## src/rtl/pll_dyn_ctrl.sv

```systemverilog
// Dynamic-divider rPLL sequencer: applies divider codes, pulses PLL reset,
// supervises lock with timeout/retry and releases the output-clock reset.
module pll_dyn_ctrl #(
  parameter int unsigned RESET_HOLD   = 16,
  parameter int unsigned LOCK_TIMEOUT = 50000,
  parameter int unsigned LOCK_STABLE  = 1024,
  parameter int unsigned MAX_RETRIES  = 3,
  parameter logic [5:0]  DEF_IDSEL    = 6'd63,
  parameter logic [5:0]  DEF_FBDSEL   = 6'd59,
  parameter logic [5:0]  DEF_ODSEL    = 6'd60
) (
  input  logic                               clk,
  input  logic                               rst,
  input  logic                               cfg_valid,
  output logic                               cfg_ready,
  input  logic [5:0]                         cfg_idsel,
  input  logic [5:0]                         cfg_fbdsel,
  input  logic [5:0]                         cfg_odsel,
  input  logic                               pll_lock,
  output logic                               pll_reset,
  output logic [5:0]                         pll_idsel,
  output logic [5:0]                         pll_fbdsel,
  output logic [5:0]                         pll_odsel,
  output logic                               out_rst,
  output logic                               locked,
  output logic                               err,
  output logic                               lost_lock,
  output logic [$clog2(MAX_RETRIES+1)-1:0]   retry_cnt
);

  localparam int unsigned MAX_AB = (RESET_HOLD > LOCK_TIMEOUT) ? RESET_HOLD : LOCK_TIMEOUT;
  localparam int unsigned MAX_C  = (MAX_AB > LOCK_STABLE) ? MAX_AB : LOCK_STABLE;
  localparam int unsigned CW     = $clog2(MAX_C + 1);
  localparam int unsigned RW     = $clog2(MAX_RETRIES + 1);

  typedef enum logic [2:0] {
    S_HOLD,
    S_WAIT,
    S_STABLE,
    S_RUN,
    S_FAIL
  } state_t;

  state_t        state, state_n;
  logic [CW-1:0] cnt, cnt_n;
  logic [RW-1:0] retry_n;
  logic          err_n, lost_n, attempt_fail;
  logic [5:0]    idsel_n, fbdsel_n, odsel_n;
  logic          lock_m, lock_s;
  logic          accept;

  assign accept = cfg_valid & cfg_ready;

  // Two-flop synchroniser for the asynchronous PLL lock
  always_ff @(posedge clk or posedge rst) begin
    if (rst) begin
      lock_m <= 1'b0;
      lock_s <= 1'b0;
    end else begin
      lock_m <= pll_lock;
      lock_s <= lock_m;
    end
  end

  always_comb begin
    state_n      = state;
    cnt_n        = cnt;
    retry_n      = retry_cnt;
    err_n        = err;
    lost_n       = lost_lock;
    idsel_n      = pll_idsel;
    fbdsel_n     = pll_fbdsel;
    odsel_n      = pll_odsel;
    attempt_fail = 1'b0;

    case (state)
      S_HOLD: begin
        if (cnt == CW'(RESET_HOLD - 1)) begin
          state_n = S_WAIT;
          cnt_n   = '0;
        end else begin
          cnt_n = cnt + CW'(1);
        end
      end
      S_WAIT: begin
        if (lock_s) begin
          state_n = S_STABLE;
          cnt_n   = '0;
        end else if (cnt == CW'(LOCK_TIMEOUT - 1)) begin
          attempt_fail = 1'b1;
        end else begin
          cnt_n = cnt + CW'(1);
        end
      end
      S_STABLE: begin
        if (!lock_s) begin
          attempt_fail = 1'b1;
        end else if (cnt == CW'(LOCK_STABLE - 1)) begin
          state_n = S_RUN;
          cnt_n   = '0;
        end else begin
          cnt_n = cnt + CW'(1);
        end
      end
      S_RUN: begin
        if (!lock_s) begin
          lost_n  = 1'b1;
          state_n = S_HOLD;
          cnt_n   = '0;
        end
      end
      S_FAIL: ;
      default: begin
        state_n = S_HOLD;
        cnt_n   = '0;
      end
    endcase

    if (attempt_fail) begin
      retry_n = (retry_cnt == RW'(MAX_RETRIES)) ? retry_cnt : retry_cnt + RW'(1);
      cnt_n   = '0;
      if (retry_n == RW'(MAX_RETRIES)) begin
        state_n = S_FAIL;
        err_n   = 1'b1;
      end else begin
        state_n = S_HOLD;
      end
    end

    // An accepted request overrides any lock event seen in the same cycle
    if (accept) begin
      idsel_n  = cfg_idsel;
      fbdsel_n = cfg_fbdsel;
      odsel_n  = cfg_odsel;
      retry_n  = '0;
      err_n    = 1'b0;
      lost_n   = 1'b0;
      state_n  = S_HOLD;
      cnt_n    = '0;
    end
  end

  // Outputs are registered from the next state so they align with it
  always_ff @(posedge clk or posedge rst) begin
    if (rst) begin
      state      <= S_HOLD;
      cnt        <= '0;
      retry_cnt  <= '0;
      err        <= 1'b0;
      lost_lock  <= 1'b0;
      pll_idsel  <= DEF_IDSEL;
      pll_fbdsel <= DEF_FBDSEL;
      pll_odsel  <= DEF_ODSEL;
      pll_reset  <= 1'b1;
      out_rst    <= 1'b1;
      locked     <= 1'b0;
      cfg_ready  <= 1'b0;
    end else begin
      state      <= state_n;
      cnt        <= cnt_n;
      retry_cnt  <= retry_n;
      err        <= err_n;
      lost_lock  <= lost_n;
      pll_idsel  <= idsel_n;
      pll_fbdsel <= fbdsel_n;
      pll_odsel  <= odsel_n;
      pll_reset  <= (state_n == S_HOLD) || (state_n == S_FAIL);
      out_rst    <= (state_n != S_RUN);
      locked     <= (state_n == S_RUN);
      cfg_ready  <= (state_n == S_RUN) || (state_n == S_FAIL);
    end
  end

endmodule

```

## config.mk

```make
export PLATFORM = sky130hd
export DESIGN_NAME = pll_dyn_ctrl
export DESIGN_NICKNAME = d
export VERILOG_FILES = /design/src/rtl/pll_dyn_ctrl.sv
export SDC_FILE = /design/constraint.sdc
export NUM_CORES = 1
export LEC_CHECK = 0
export ABC_AREA = 0
export BUFFER_PORTS_ARGS = -buffer_cell sky130_fd_sc_hd__clkbuf_2
export CAP_MARGIN = 5
export CORE_ASPECT_RATIO = 1.4
export CORE_MARGIN = 1.5
export CORE_UTILIZATION = 54
export CTS_CLUSTER_SIZE = 14
export DETAILED_ROUTE_END_ITERATION = 8
export GPL_ROUTABILITY_DRIVEN = 0
export PLACE_DENSITY = 0.77
export REMOVE_ABC_BUFFERS = 1
export SLEW_MARGIN = 20
export SYNTH_ARGS = -nofsm -noshare
export SYNTH_HDL_FRONTEND = slang
export SYNTH_SLANG_ARGS = --single-unit
```

## constraint.sdc

```tcl
create_clock -name clk -period 2.67 [get_ports clk]
set_input_delay 0.1335 -clock clk [delete_from_list [all_inputs] [get_ports clk]]
set_output_delay 0.1335 -clock clk [all_outputs]
set_load 0.05 [all_outputs]
```

== Word level (Yosys, flattened, before mapping) ==
Cells that the tools add are included.

* Register bits: 47
* Input bits: 22
* Output and inout bits: 26
* Word-level logic and storage cells: 75

* Add/sub/neg operators: 2
* Eq/ne operators: 17
* Multiplexer cells: 31
* Bitwise gates (word level): 1
* Reduce and logical (&&, ||, !) cells: 10

{| class="wikitable"
|+ Operator list
! operator !! number
|-
| $mux 16 || 8
|-
| $pmux 16 s5 || 1
|-
| $mux 3 || 8
|-
| $add 16x1->16 const B || 1
|-
| $eq 16x10->1 const B || 1
|-
| $eq 16x16->1 const B || 1
|-
| $eq 16x4->1 const B || 1
|-
| $pmux 3 s5 || 1
|-
| $eq 3x2->1 const B || 3
|-
| $mux 1 || 9
|-
| $ne 4x4->1 const B || 2
|-
| $eq 3x3->1 const B || 2
|-
| $logic_not 3->1 || 2
|-
| $mux 2 || 3
|-
| $reduce_bool 2->1 || 3
|-
| $ne 5x5->1 const B || 1
|-
| $eq 2x2->1 const B || 2
|-
| $reduce_and 2->1 || 2
|-
| $reduce_and 4->1 || 1
|-
| $eq 3x1->1 const B || 1
|-
| $ne 3x2->1 const B || 1
|-
| $ne 3x3->1 const B || 1
|-
| $add 2x1->2 const B || 1
|-
| $logic_or 1x1->1 || 2
|-
| other kinds (3) || 3
|}

== Logic depth before layout (Yosys ltp) ==
Gate-level depths: netlist of the first run.

* Word-level depth: 8
* Mapped depth: 7
* Depth with buffers taken out: 6

== Least setup slack after synthesis of the first run ==
Ideal clock, no wire load.

* Kind: reg-to-reg
* Start point: register cfg_ready
* End point: register cnt[2]
* Setup time: 0.138 ns
* Data arrival time: 1.844 ns
* Required time: 2.532 ns
* Slack: 0.688 ns
* Cell stages (with the launch flop): 8
* Path buffers: 2
* Clock period less this slack: 1.982 ns
* Cells stage by stage: dfrtp_1 > and2_1 > clkbuf_1 > nor4_1 > o21a_4 > nor4_4 > buf_6 > o22ai_1

* Longest elaborated chain between the ends: 3
* Elaborated cells on any way between the ends: 7
* Classes of those cells: eq/ne: 4; mux: 1; bitwise: 1; reduce/logical: 1

{| class="wikitable"
|+ Ends and longest elaborated chain
! element !! RTL line !! text
|-
| start, declared || 15 || <nowiki>output logic cfg_ready,</nowiki>
|-
| start signal, assigned || 170 || <nowiki>cfg_ready <= (state_n == S_RUN) || (state_n == S_FAIL);</nowiki>
|-
| $and 1x1->1 * || 52 || <nowiki>assign accept = cfg_valid & cfg_ready;</nowiki>
|-
| $ne 5x5->1 (no source line) (tied with other cells) || - ||
|-
| $reduce_and 4->1 (no source line) || - ||
|-
| end signal, assigned || 160 || <nowiki>cnt <= cnt_n;</nowiki>
|-
| end, declared || 45 || <nowiki>logic [CW-1:0] cnt, cnt_n;</nowiki>
|}

Mark *: on every way between the ends. The rest lies on a longest branch, timed or not.
A chain may end at the register's enable or synchronous reset.

== Worst setup path in the final report of the first run ==
* Start point: register cnt[0]
* End point: register cnt[2]

* Longest elaborated chain between the ends: 6
* Elaborated cells on any way between the ends: 20
* Classes of those cells: add/sub: 1; eq/ne: 7; mux: 11; reduce/logical: 1

{| class="wikitable"
|+ Ends and longest elaborated chain
! element !! RTL line !! text
|-
| $add 16x1->16 (tied with other cells) || 82, 92, 102 ||
|-
| $mux 16 (tied with other cells) || 98 || <nowiki>end else if (cnt == CW'(LOCK_STABLE - 1)) begin</nowiki>
|-
| $mux 16 (tied with other cells) || 96 || <nowiki>if (!lock_s) begin</nowiki>
|-
| $pmux 16 s5 or $pmux 1 s2 (tied branches) || 76 || <nowiki>case (state)</nowiki>
|-
| $mux 16 (tied with other cells) || 119 || <nowiki>if (attempt_fail) begin</nowiki>
|-
| $mux 16 or $reduce_and 4->1 (tied branches) || - ||
|}

Several ways; a longest one is shown, not always the timed one. The select of a mux whose other input is x is not followed.

==> results of run 1 <==
==> final timing paths <==
check                      depth (start not counted)           end  slack [ps]
max                                                6        cnt[2]         380
min                                                2       cnt[10]          10
max reg2reg                                        6        cnt[2]         380
min reg2reg                                        0        lock_s         350
max in group asynchronous                          2       cnt[13]        2080
min in group clk                                   3  pll_odsel[0]          20
==> report_power, final <==
part / internal, mW / leakage [nW] / switching (mW)
combinational: 0.312 / 0.683 / 0.947
clock: 0.211 / 0.0474 / 0.240
sequential: 1.00 / 0.577 / 0.149
==> through the flow <==
| stage | util (%) | instances | power (mW) | worst slack, ps |
|---|---|---|---|---|
| after detailed placement | 63.2 | 326 | 2.40 | 448 |
| final | 69.8 | 350 | 2.86 | 384 |
| after global routing | 69.8 | 350 | 3.03 | 98.1 |
| after global placement | 63.2 | 326 | 2.37 | 496 |
| after CTS | 69.8 | 350 | 2.88 | 424 |
| after floorplan | - | 233 | 2.11 | 344 |
==> worst register-to-register path, stage by stage (launching register included) <==
cell and delay, ps:
dfrtp_1 400, ha_1 250, nor4bb_1 350, and4_1 290
and3b_1 260, nor3_1 440, o22ai_1 170
==> logic make-up (layout without fill, tap and decap cells) <==
family                     after synthesis  in the layout
buffers and inverters                   16             80
and+or+nand+nor                        141            141
adders and majority gates                1              1
DFF                                     47             47
AOI/OAI and AO/OA                       31             31
xor gates and xnor gates                 7              7
==> cell type report <==
type,count,area (um^2)
flip-flops and latches,47,1200
fillers,310,1190
multi-input cells,180,968
repair buffers,66,418
clock buffers,6,82.6
well taps,43,53.8
inverters,6,22.5
clock inverters,2,16.3
==> flip-flops by register name, indices dropped and copies added, names as in the netlist, 2 cells and up <==
| name | flops |
|---|---|
| cnt | 16 |
| pll_fbdsel | 6 |
| pll_idsel | 6 |
| pll_odsel | 6 |
| retry_cnt | 2 |
| state | 3 |
==> routing by layer <==
| metal | vias to the layer above | global-route usage (%) |
|---|---|---|
| li1 | 966 | - |
| met1 | 907 | 27.3 |
| met2 | 58 | 41.6 |
| met3 | 11 | 4.40 |
| met4 | 0 | 10.7 |
| met5 | - | 0 |
==> cells in the mapped netlist, types with 4 or more instances <==
cell type | count | area share (%)
a21oi_1 | 4 | 0.90
a31oi_1 | 4 | 1.1
clkbuf_1 | 6 | 1.0
dfrtp_1 | 30 | 34
dfstp_2 | 17 | 20
inv_1 | 6 | 1.0
nand2_1 | 67 | 11
nand2b_1 | 4 | 1.1
nand3_1 | 10 | 2.2
nand4_1 | 6 | 1.7
nor2_1 | 19 | 3.2
nor3_1 | 9 | 2.0
nor4_1 | 7 | 2.0
nor4bb_1 | 4 | 1.8
o21ai_0 | 10 | 2.2
xor2_1 | 7 | 2.7
==> what timing repair did <==
| item | in CTS | in global routing |
|---|---|---|
| setup buffers | 0 | 0 |
| hold buffers | 16 | 0 |
| hold endpoints to repair | 16 | 0 |
==> impl_metrics.env, run 1 <==
export IMPL_drive_above_1_share_pct=26.4
export IMPL_num_vias=1942
export IMPL_wl_met3_um=227
export IMPL_dr_wl_met2_um=2420
export IMPL_critPathMaxStageDelay_ps=440
export IMPL_cts_tree="built"
export IMPL_dieArea_um2=4540
export IMPL_grt_pass1_vias=1930
export IMPL_fin_tns_setup_ps=0
export IMPL_synth_top_family_by_area="simple AND/OR/NAND/NOR gates"
export IMPL_crit_type="reg2reg"
export IMPL_hp_class="in2async"
export IMPL_ys_async_sr_fraction_pct=100
export IMPL_die_height_um=79.1
export IMPL_yosys_warnings=0
export IMPL_synth_compound_area_share_pct=8.90
export IMPL_synthMuxAreaShare_pct=0
export IMPL_final_cell_mix="nand2_1 (67), clkbuf_2 (47), dfrtp_1 (30)"
export IMPL_max_freq_mhz=437
export IMPL_avgViaCountPerCell=5.55
export IMPL_synthCells=243
export IMPL_cts_buffers=5
export IMPL_drt_iter0_drc=106
export IMPL_required_ps=2840
export IMPL_overflow=0
export IMPL_start_util_pct=56.5
export IMPL_drv_cap=0
export IMPL_setup_violations=0
export IMPL_whs_ps=13.1
export IMPL_critPathCaptureType="flip-flop"
export IMPL_clk_pin_slew_worst_paths_ps=80
export IMPL_clockBufferDepth=2
export IMPL_grt_usage_pct=23.6
export IMPL_synthXorXnorAreaFrac_pct=2.74
export IMPL_drcViolationCount=0
export IMPL_portBuffers=47
export IMPL_wl_met1_um=2000
export IMPL_wl_per_cell_um=13.6
export IMPL_status="finished clean"
export IMPL_synth_edf_count=0
export IMPL_reg2reg_from="cnt[0]"
export IMPL_tightest_slew_ps=1010
export IMPL_synth_top_flop_cell="dfrtp_1"
export IMPL_routed_wl_um=4760
export IMPL_ys_seq_area_share_pct=53.6
export IMPL_hpwl_um=3210
export IMPL_nets=329
export IMPL_clock_skew_ps=6.68
export IMPL_diodes=0
export IMPL_min_period_ps=2290
export IMPL_crit_chain="ha_1 > nor4bb_1 > and4_1 > and3b_1 > nor3_1 > o22ai_1"
export IMPL_cp_arrival_ps=2460
export IMPL_p_leak_nw=1.31
export IMPL_crit_family="simple AND/OR/NAND/NOR gates"
export IMPL_relSlewSlack_pct=31.9
export IMPL_io_pins=48
export IMPL_finalCritPeriodShare_pct=85.6
export IMPL_synth_cell_types=42
export IMPL_clock_latency_ps=300
export IMPL_synth_seq_cells=47
export IMPL_num_rows=27
export IMPL_detail_route_antenna_nets=0
export IMPL_critPathLaunch="cnt[0]"
export IMPL_core_region_area_um2=3950
export IMPL_fp_dieW_um=57.4
export IMPL_cp_slowest_cell="nor3_1"
export IMPL_worst_setup_path_start_kind="flip-flop"
export IMPL_cts_resized=0
export IMPL_hold_viol_final=0
export IMPL_slew_violations=0
export IMPL_synth_fa_ha_area_share_pct=0.560
export IMPL_grt_max_degree=48
export IMPL_rsz0062_at_grt="false"
export IMPL_clock_sinks=47
export IMPL_antenna_found_initial=0
export IMPL_worstPathMaxFanout=5
export IMPL_drt_pass1_iterations=4
export IMPL_cts_root_buf="clkbuf_8"
export IMPL_syn2layout_area_growth_pct=23.5
export IMPL_layout_commonest_cell="nand2_1"
export IMPL_vdd_drop_max_uv=929
export IMPL_synth_area_um2=2230
export IMPL_maxUsedRoutingLayer="met4"
export IMPL_h_tree_depth=2
export IMPL_grt_pass1_wl_um=8420
export IMPL_powerDensity_nw_per_um2=1040
export IMPL_final_cell_area_um2=2760
export IMPL_crit_buf_inv=0
export IMPL_yosys_area_share_simple_pct=31.1
export IMPL_postPlaceCellArea_um2=2500
export IMPL_synth_avg_cell_area_um2=9.20
No activity file was read; power rests on OpenSTA's default activity.
==> run 2, diff against run 1 <==
RECOVER_POWER = 50   (was default)
==> impl_metrics.env, run 2 (synthesis gave the netlist of run 1 again) <==
export IMPL_pwr_share_seq_pct=40.3
export IMPL_final_cells=350
export IMPL_clock_skew_ps=6.92
export IMPL_cp_arrival_ps=2460
export IMPL_internal_power_mw=1.52
export IMPL_portBuffers=47
export IMPL_hp_class="in2reg"
export IMPL_clock_sinks=47
export IMPL_place_ws_ps=448
export IMPL_cts_setup_buffers=0
export IMPL_ctsHoldBuffers=16
export IMPL_met1_usage_pct=27.3
export IMPL_core_region_area_um2=3950
export IMPL_seq_area_um2=1200
export IMPL_dieArea_um2=4540
export IMPL_whs_ps=19.5
export IMPL_hpwl_um=3210
export IMPL_hold_viol_final=0
export IMPL_fin_tns_setup_ps=0
export IMPL_slew_violations=48
export IMPL_overflow=0
export IMPL_clkPwrFrac_pct=15.8
export IMPL_cts_buffers=5
export IMPL_finalCritPeriodShare_pct=85.6
export IMPL_final_cell_mix="nand2_1 (67), clkbuf_2 (44), dfrtp_1 (30)"
export IMPL_p_leak_nw=1.29
export IMPL_largest_register_ffs=16
export IMPL_swShare_pct=46.8
export IMPL_drt_pass1_iterations=4
export IMPL_num_vias=1922
export IMPL_grt_max_degree=48
export IMPL_antenna_found_initial=0
export IMPL_max_freq_mhz=438
export IMPL_regMostFlops="cnt"
export IMPL_power_mw=2.85
export IMPL_postPlaceCellArea_um2=2500
export IMPL_min_period_ps=2290
export IMPL_clk_pin_slew_worst_paths_ps=80
export IMPL_worst_setup_path_start_kind="flip-flop"
export IMPL_critPathCaptureType="flip-flop"
export IMPL_violations="max-capacitance violations, max-slew violations"
export IMPL_drcViolationCount=0
export IMPL_rsz0062_at_grt="false"
export IMPL_power_net_switching_mw=1.34
export IMPL_start_util_pct=56.5
export IMPL_setup_ws_ps=384
export IMPL_worstPathMaxFanout=5
export IMPL_setup_violations=0
export IMPL_cts_tree="built"
export IMPL_nets=329
export IMPL_vdd_drop_max_uv=927
export IMPL_wl_per_cell_um=13.6
export IMPL_fill_cells=313
export IMPL_relSlewSlack_pct=-11.4
export IMPL_die_height_um=79.1
export IMPL_drive_above_1_share_pct=24.8
export IMPL_powerDensity_nw_per_um2=1040
export IMPL_fp_dieW_um=57.4
export IMPL_crit_type="reg2reg"
export IMPL_met3_usage_pct=4.40
export IMPL_grt_usage_pct=23.6
export IMPL_status="finished, violations left"
export IMPL_cts_resized=0
export IMPL_routed_wl_um=4760
export IMPL_num_rows=27
export IMPL_tightest_slew_ps=1670
export IMPL_io_pins=48
export IMPL_cts_root_buf="clkbuf_8"
export IMPL_drt_iter0_drc=104
export IMPL_grt_met2_usage_pct=41.6
export IMPL_clockBufferDepth=2
export IMPL_drv_cap=1
export IMPL_combPwrFrac_pct=43.9
export IMPL_required_ps=2840
export IMPL_top_usage_layer="met2"
export IMPL_layout_commonest_cell="nand2_1"
export IMPL_detail_route_antenna_nets=0
export IMPL_grt_pass1_vias=1930
export IMPL_avgViaCountPerCell=5.49
export IMPL_grt_pass1_wl_um=8420
export IMPL_syn2layout_area_growth_pct=23.1
export IMPL_multi_input_area_um2=968
export IMPL_post_route_util_pct=69.6
export IMPL_final_cell_area_um2=2750
export IMPL_h_tree_depth=2
export IMPL_clock_latency_ps=300
export IMPL_dpl_cell_count=326
export IMPL_diodes=0
run 2: cell count changes in the layout (fill, tap and decap cells not counted):
| cell | change |
|---|---|
| clkbuf_2 | -3 |
| and2_0 | +1 |
| clkbuf_1 | +4 |
| inv_1 | +1 |
| buf_4 | -1 |
| inv_2 | -1 |
| and2_1 | -1 |
run 2: worst paths after layout:
| check | cells past startpoint | startpoint | to | slack, ps |
|---|---|---|---|---|
| max | 6 | cnt[0] | cnt[2] | 380 |
| max reg2reg | 6 | cnt[0] | cnt[2] | 380 |
| min reg2reg | 0 | lock_m | lock_s | 350 |
| min | 3 | cfg_odsel[0] | pll_odsel[0] | 20 |
| max in group asynchronous | 2 | rst | cnt[13] | 1380 |
| min in group asynchronous | 2 | rst | cnt[10] | 320 |
run 2: power groups by stage:
stage	clock (mW)	combinational (mW)	sequential (mW)
after floorplan	0	0.357	1.75
after global placement	0	1.23	1.15
after detailed placement	0	1.24	1.16
after CTS	0.463	1.26	1.15
after global routing	0.489	1.36	1.18
final	0.451	1.25	1.15
run 2: layout make-up:
class / count / share of cell area [%]
well taps: 43 / 1.96
repair buffers: 66 / 14.9
clock inverters: 2 / 0.591
clock buffers: 6 / 3.00
multi-input cells: 180 / 35.2
flip-flops and latches: 47 / 43.5
inverters: 6 / 0.819
run 2: worst max-delay path, cell delays in order (launching register included):
cell and delay [ps]:
dfrtp_1 400, ha_1 250, nor4bb_1 360, and4_1 290, and3b_1 260, nor3_1 430, o22ai_1 170
run 2: routing by layer:
metal	up-vias	routed length (um)
met5	-	0
met1	898	2030
li1	962	-
met4	0	108
met2	51	2410
met3	11	208
